**config.mk**
```make
export PLATFORM = sky130hd
export DESIGN_NAME = cpu_prefetch
export DESIGN_NICKNAME = d
export VERILOG_FILES = /design/src/rtl/cpu_prefetch.sv
export SDC_FILE = /design/constraint.sdc
export NUM_CORES = 1
export LEC_CHECK = 0
export CORE_MARGIN = 5
export CORE_UTILIZATION = 35
export DETAILED_ROUTE_END_ITERATION = 12
export GPL_ROUTABILITY_DRIVEN = 1
export SETUP_SLACK_MARGIN = 0.1
export SYNTH_ARGS = -nofsm -noshare
export SYNTH_HDL_FRONTEND = slang
export SYNTH_SLANG_ARGS = --single-unit
```
**constraint.sdc**
```tcl
create_clock -name clk -period 3.02 [get_ports clk]
set_input_delay 0.604 -clock clk [delete_from_list [all_inputs] [get_ports clk]]
set_output_delay 0.604 -clock clk [all_outputs]
set_load 0.01 [all_outputs]
```
**src/rtl/cpu_prefetch.sv**
```systemverilog
// cpu_prefetch: instruction prefetch unit between the CPU core and the shared bus.
// A three-state sequencer (IDLE/ADDR/DATA) issues one read at a time from
// fetch_pc and pushes the returned byte into a DEPTH-entry FIFO that the core
// pops from. flush redirects fetch, hold blocks the start of a new read.
// Optional macro CPU_PREFETCH_PAIR_EN adds q_data1/q_valid2/q_pop2 so the core
// can consume a 16-bit operand in one cycle.
module cpu_prefetch #(
    parameter int                ADDR_W   = 16,
    parameter int                DATA_W   = 8,
    parameter int                DEPTH    = 4,
    parameter logic [ADDR_W-1:0] RESET_PC = 16'h2000
) (
    input  logic              clk,
    input  logic              reset,
    output logic [ADDR_W-1:0] address_bus,
    output logic              r,
    input  logic [DATA_W-1:0] bus_data_in,
    input  logic              hold,
    input  logic              flush,
    input  logic [ADDR_W-1:0] flush_pc,
    output logic              q_valid,
    output logic [DATA_W-1:0] q_data,
    output logic [ADDR_W-1:0] q_pc,
    input  logic              q_pop
`ifdef CPU_PREFETCH_PAIR_EN
    ,
    output logic [DATA_W-1:0] q_data1,
    output logic              q_valid2,
    input  logic              q_pop2
`endif
);

    localparam int PW = $clog2(DEPTH);
    localparam int CW = $clog2(DEPTH + 1);
    localparam logic [CW-1:0] DEPTH_C = CW'(DEPTH);

    typedef enum logic [1:0] {IDLE, ADDR, DATA} state_t;

    state_t            state;
    logic [ADDR_W-1:0] fetch_pc;
    logic [ADDR_W-1:0] head_pc;
    logic [DATA_W-1:0] fifo_mem [DEPTH];
    logic [PW-1:0]     rd_ptr;
    logic [PW-1:0]     wr_ptr;
    logic [PW-1:0]     rd_ptr_nxt;
    logic [CW-1:0]     count;
    logic [CW-1:0]     count_nxt;
    logic [CW-1:0]     npop;
    logic [CW-1:0]     remaining;
    logic              push;
    logic              pop1;
    logic              pop2;
    logic [DATA_W-1:0] head_nxt;
`ifdef CPU_PREFETCH_PAIR_EN
    logic [DATA_W-1:0] head1_nxt;
`endif

    assign q_pc = head_pc;

    // Work out this edge's push/pop, the next occupancy and the next head bytes.
    always_comb begin
        // NOTE: every signal gets a value on every path so no latch is inferred.
        push = (state == DATA) && !flush;
        pop1 = q_pop && (count != '0);
`ifdef CPU_PREFETCH_PAIR_EN
        pop2 = q_pop2 && (count >= CW'(2));
`else
        pop2 = 1'b0;
`endif
        npop = '0;
        if (flush)
            npop = '0;
        else if (pop2)
            npop = CW'(2);
        else if (pop1)
            npop = CW'(1);
        count_nxt  = flush ? '0 : count + CW'(push) - npop;
        remaining  = count - npop;
        rd_ptr_nxt = rd_ptr + npop[PW-1:0];
        // A byte landing in an otherwise empty slot becomes the head directly.
        head_nxt   = (push && remaining == '0) ? bus_data_in : fifo_mem[rd_ptr_nxt];
`ifdef CPU_PREFETCH_PAIR_EN
        head1_nxt  = (push && remaining == CW'(1)) ? bus_data_in
                                                   : fifo_mem[rd_ptr_nxt + PW'(1)];
`endif
    end

    // Fetch sequencer: one ADDR/DATA pair per read, registered bus strobe/address.
    always_ff @(posedge clk or negedge reset) begin
        // NOTE: sequential state uses non-blocking assignments so all registers update together.
        if (!reset) begin
            state       <= IDLE;
            r           <= 1'b0;
            address_bus <= '0;
            fetch_pc    <= RESET_PC;
        end else if (flush) begin
            fetch_pc <= flush_pc;
            if (hold) begin
                state       <= IDLE;
                r           <= 1'b0;
                address_bus <= '0;
            end else begin
                state       <= ADDR;
                r           <= 1'b1;
                address_bus <= flush_pc;
            end
        end else begin
            case (state)
                IDLE: begin
                    if (count < DEPTH_C && !hold) begin
                        state       <= ADDR;
                        r           <= 1'b1;
                        address_bus <= fetch_pc;
                    end
                end
                ADDR: begin
                    state       <= DATA;
                    r           <= 1'b0;
                    address_bus <= '0;
                    fetch_pc    <= fetch_pc + ADDR_W'(1);
                end
                DATA: begin
                    if (count_nxt < DEPTH_C && !hold) begin
                        state       <= ADDR;
                        r           <= 1'b1;
                        address_bus <= fetch_pc;
                    end else begin
                        state       <= IDLE;
                        r           <= 1'b0;
                        address_bus <= '0;
                    end
                end
                default: begin
                    state       <= IDLE;
                    r           <= 1'b0;
                    address_bus <= '0;
                end
            endcase
        end
    end

    // FIFO pointers, occupancy and the registered head view seen by the core.
    always_ff @(posedge clk or negedge reset) begin
        if (!reset) begin
            count    <= '0;
            rd_ptr   <= '0;
            wr_ptr   <= '0;
            head_pc  <= RESET_PC;
            q_valid  <= 1'b0;
            q_data   <= '0;
`ifdef CPU_PREFETCH_PAIR_EN
            q_valid2 <= 1'b0;
            q_data1  <= '0;
`endif
        end else if (flush) begin
            count    <= '0;
            rd_ptr   <= '0;
            wr_ptr   <= '0;
            head_pc  <= flush_pc;
            q_valid  <= 1'b0;
`ifdef CPU_PREFETCH_PAIR_EN
            q_valid2 <= 1'b0;
`endif
        end else begin
            count   <= count_nxt;
            rd_ptr  <= rd_ptr_nxt;
            if (push)
                wr_ptr <= wr_ptr + PW'(1);
            head_pc <= head_pc + ADDR_W'(npop);
            q_valid <= (count_nxt != '0);
            q_data  <= head_nxt;
`ifdef CPU_PREFETCH_PAIR_EN
            q_valid2 <= (count_nxt >= CW'(2));
            q_data1  <= head1_nxt;
`endif
        end
    end

    // Byte storage written at the tail when a read completes.
    always_ff @(posedge clk) begin
        // NOTE: the storage array has no reset; count/q_valid decide what is meaningful.
        if (push)
            fifo_mem[wr_ptr] <= bus_data_in;
    end

endmodule

```
Word-level counts from Yosys, hierarchy flattened
Memories as Yosys holds them, arrays and structs flattened.
Cells that the tools add are included.
Widths: inputs -> output; s select.

word-level totals
  input bits = 29
  word-level logic and storage cells = 65
  memories kept = 1
  output and inout port bits = 42
  RAM bits = 32
  bits in registers = 67

operators by class
  eq/ne operators = 3
  reductions and logical operators = 13
  add/sub/neg operators = 7
  mux-type cells = 29
  $lt $le $gt $ge = 2

memories
  name      depth  width  rd ports  clocked after Yosys merged registers in  write ports  line  text
  fifo_mem  4      8      1         0                                        1            42    logic [DATA_W-1:0] fifo_mem [DEPTH];

operators by type and width
  kind                   number
  $mux 16                7
  $pmux 16 s2            1
  $add 16x1->16 const B  1
  $add 16x3->16          1
  $mux 1                 10
  $mux 2                 5
  $mux 3                 3
  $mux 8                 1
  $lt 3x3->1 const B     2
  $pmux 2 s3             1
  $reduce_bool 3->1      2
  $sub 3x3->3            2
  $logic_and 1x1->1      5
  $reduce_bool 2->1      2
  $add 3x1->3            1
  $logic_not 3->1        1
  $ne 3x3->1 const B     1
  $add 2x1->2 const B    1
  $add 2x2->2            1
  $eq 2x1->1 const B     1
  $eq 2x2->1 const B     1
  $logic_not 1->1        2
  $logic_not 2->1        1
  $pmux 1 s2             1

Depth between registers and ports, before layout
  word-level depth = 11
  depth in mapped cells = 13
  depth with buffers taken out = 11

Worst setup path after synthesis
Ideal clock, no wire load.

  path type = in2reg
  start = input port flush
  end = register address_bus[10]
  library setup time = 0.127 ns
  arrival = 2.943 ns
  stages on the path = 13
  path slack = -0.050 ns
  path through = buf_2 -> nand2b_1 -> nor2_1 -> mux2_2 -> ha_1 -> inv_1 -> fa_1 -> xnor3_1 -> a21oi_1 -> nor4_2 -> buf_2 -> a222oi_1 -> inv_1

between the ends
  longest elaborated chain between the ends = 10
  elaborated cells between the ends (all ways) = 12
  classes of those cells = add/sub: 2; order compare: 1; eq/ne: 1; mux: 5; reduce/logical: 3

ends and longest elaborated chain
  element                 line  text
  start: declaration      19    input logic flush,
  $logic_not 1->1         63    push = (state == DATA) && !flush;
  $logic_and 1x1->1       63
  $add 3x1->3             77    count_nxt = flush ? '0 : count + CW'(push) - npop;
  $sub 3x3->3             77
  $mux 3                  77
  $lt 3x3->1              123   if (count_nxt < DEPTH_C && !hold) begin
  $logic_and 1x1->1       123
  $mux 16                 123
  $pmux 16 s2             108   case (state)
  $mux 16                 96    end else if (flush) begin
  end signal: assignment  105   address_bus <= flush_pc;
  end signal: assignment  113   address_bus <= fetch_pc;
  end signal: assignment  126   address_bus <= fetch_pc;
  end: declaration        15    output logic [ADDR_W-1:0] address_bus,

Parallel ways exist; a longest one is shown, timed or not.
A chain may end at the register's enable or synchronous reset.

Final worst setup path
  start = input port flush
  end = register address_bus[8]

The elaborated chain is that of the path after synthesis.

==> reports/metrics.csv <==
metric,value,unit
status,finished clean,
fillers,1220,
grt_pass1_wl,17500,um
vdd_drop_max,0.318,mV
post-route-min-period,2.72,ns
swShare,0.305,
critPathLaunchType,primary input,
leakage,2.47,nW
maxSlewViolCount,0,
syn_area_per_cell,12.2,um^2
yosysSeqAreaShare,0.568,
ios,71,
drc,0,
ys.flop_type,dfrtp_1,
area_growth,28.9,%
fin_crit_sh,0.901,
ys_types,50,
finalHoldViolations,0,
ys_seq_elements,99,
gr-usage-all-layers,0.141,
firstDrtPassIters,6,
cts_hold_buf,0,
crit_buf_inv,4,
p_int,3.03,mW
rows,42,
max_slew_margin,0.411,
antenna_cells,0,
regArea,2640,um^2
first_iter_violations,204,
path_class,in2reg,
layout_common_cells,"67 x clkdlybuf4s50_1, 65 x dfrtp_1, 32 x edfxtp_1, 31 x nor2_1, 28 x inv_1",
power.switching,1.33,mW
crit_top_cell,inv_1,
cts_sinks,99,
gr-total-overflow,0,
multiInputGateArea,1840,um^2
setup_viol,0,
p_per_area,726,nW/um^2
cp_slowest_cell,mux2_2,
slowest_delay,0.34,ns
power,4.35,mW
critical_path_required,3.24,ns
worstPathMaxFanout,16,
root_buffer,clkbuf_16,
yosysWarnings,0,
layout_commonest_cell,clkdlybuf4s50_1,
crit_arrival,2.94,ns
h-tree-depth,3,
cp_cell_sequence,dlygate4sd2_1 > nand2b_4 > nor2_4 > mux2_2 > ha_1 > inv_1 > fa_1 > xnor3_1 > a21oi_2 > nor4_4 > buf_12 > a222oi_1 > inv_1,
dieHeight,125,um
fin_area,6000,um^2
grt_max_degree,68,
dieArea,15700,um^2
fmax,0.367,GHz
async_flop_share,0.677,
clk_latency,0.34,ns
die_width,125,um
syn_inst,381,
drive_above_1_share,0.153,
rsz0062_at_grt,no,
seq_power_share,0.409,
skew,0.00577,ns
dp.final_hpwl,7470,um
worstReg2RegStart,state[0]$_DFFE_PN0P_,
coreArea,13100,um^2
place_area,5670,um^2
syn_area,4650,um^2
nNetsFinal,504,
ant_nets,0,
hp-class,in2async,
via_count,3222,
clockBufferDepth,2,
io_buffers,70,
cts_tree,built,
cts_buffers,9,
path_clk_slew,0.07,ns
synth-edff-count,32,
clkPwrFrac,0.260,
wire_per_inst,16.8,um
grt_pass1_vias,3313,
routabilityCongestion,0.793,
totalWireLength,10900,um
final_util,0.456,
max_slew.worst_pin.slew,0.884,ns
initial_core_util,0.354,
synth_nets,419,
crit_family,buffers and inverters,
cp-end-kind,flip-flop,
maxCapViolations,0,
cp-startpoint,flush,
avgViaCountPerCell,4.98,
combPwrFrac,0.331,
antenna_found_initial,0,
-- cell usage after synthesis (all sizes together) (8+ instances only) --
master  count  area, um^2
nor3        9        60.1
mux2       19         214
xor2       16         140
a21oi      14        70.1
xnor2      14         123
mux2i      19         190
edfxtp     32         961
nor2       32         120
ha          8         100
a211oi      8        65.1
nand2      22        82.6
a222oi     15         150
dfrtp      65        1630
buf        11        78.8
inv        29         109
a22o        8        70.1
-- power by group through the flow --
stage                     Combinational [mW]  Sequential [mW]  Clock [mW]
after floorplan                        0.851             1.82           0
after global placement                  1.41             1.80           0
after detailed placement                1.43             1.80           0
after CTS                               1.44             1.78        1.16
after global routing                    1.56             1.81        1.22
final                                   1.44             1.78        1.13
-- metrics by stage --
stage	worst slack [ns]	setup TNS [ns]	std cells	hold slack [ns]
floorplan	0.0966	0	381	0.308
global placement	-0.505	-7.96	629	0.481
detailed placement	-0.553	-8.44	629	0.486
CTS	0.108	0	646	0.507
global route	0.120	0	647	0.521
finish	0.298	0	647	0.467
-- state kept, by name, summed over array words and instances (netlist names) --
signal,cells
address_bus,16
wr_ptr,2
q_data,8
q_valid,1
fetch_pc,16
fifo_mem,32
count,3
q_pc,16
r,1
state,2
rd_ptr,2
-- metal layers --
| metal | up-vias | part of all wire | GRT usage |
|---|---|---|---|
| met5 | - | 0 | 0 |
| met4 | 0 | 0.015 | 0.0459 |
| met3 | 13 | 0.042 | 0.0380 |
| met2 | 74 | 0.48 | 0.224 |
| met1 | 1586 | 0.46 | 0.187 |
| li1 | 1549 | - | - |
-- final timing paths --
check / endpoint / slack, ns / cells past startpoint
worst max-delay path: address_bus[8]$_DFFE_PN0P_ / 0.30 / 13
worst min-delay path: q_pc[14]$_DFF_PN0_ / 0.47 / 2
worst max register to register: address_bus[8]$_DFFE_PN0P_ / 0.32 / 12
worst min register to register: address_bus[14]$_DFFE_PN0P_ / 0.50 / 2
max in group asynchronous: wr_ptr[0]$_DFFE_PN0P_ / 1.99 / 2
min in group clk: address_bus[14]$_DFFE_PN0P_ / 0.50 / 2
-- cell families (layout without fill, tap and decap cells) --
group,Yosys count,in the layout,synth area share
adder cells (fa/ha/maj),9,9,0.0258
AO/OA/AOI/OAI,57,57,0.0963
AND/OR/NAND/NOR,102,102,0.118
multiplexers,38,38,0.0869
flip-flops,99,99,0.568
buffers and inverters,45,135,0.0444
XOR/XNOR,31,31,0.0613
-- layout make-up --
type,instances,area share
inverters,29,0.0182
clock buffers,15,0.0480
flip-flops and latches,99,0.440
clock inverters,1,0.000835
multi-input cells,237,0.306
well taps,176,0.0367
repair buffers,90,0.150
-- timing repair --
action,in CTS,in global routing
resized for setup,1,2
pin swaps,4,5
setup buffers,1,1
hold endpoints to repair,0,0
setup endpoints to repair,16,16
(Power assumes the default switching activity.)
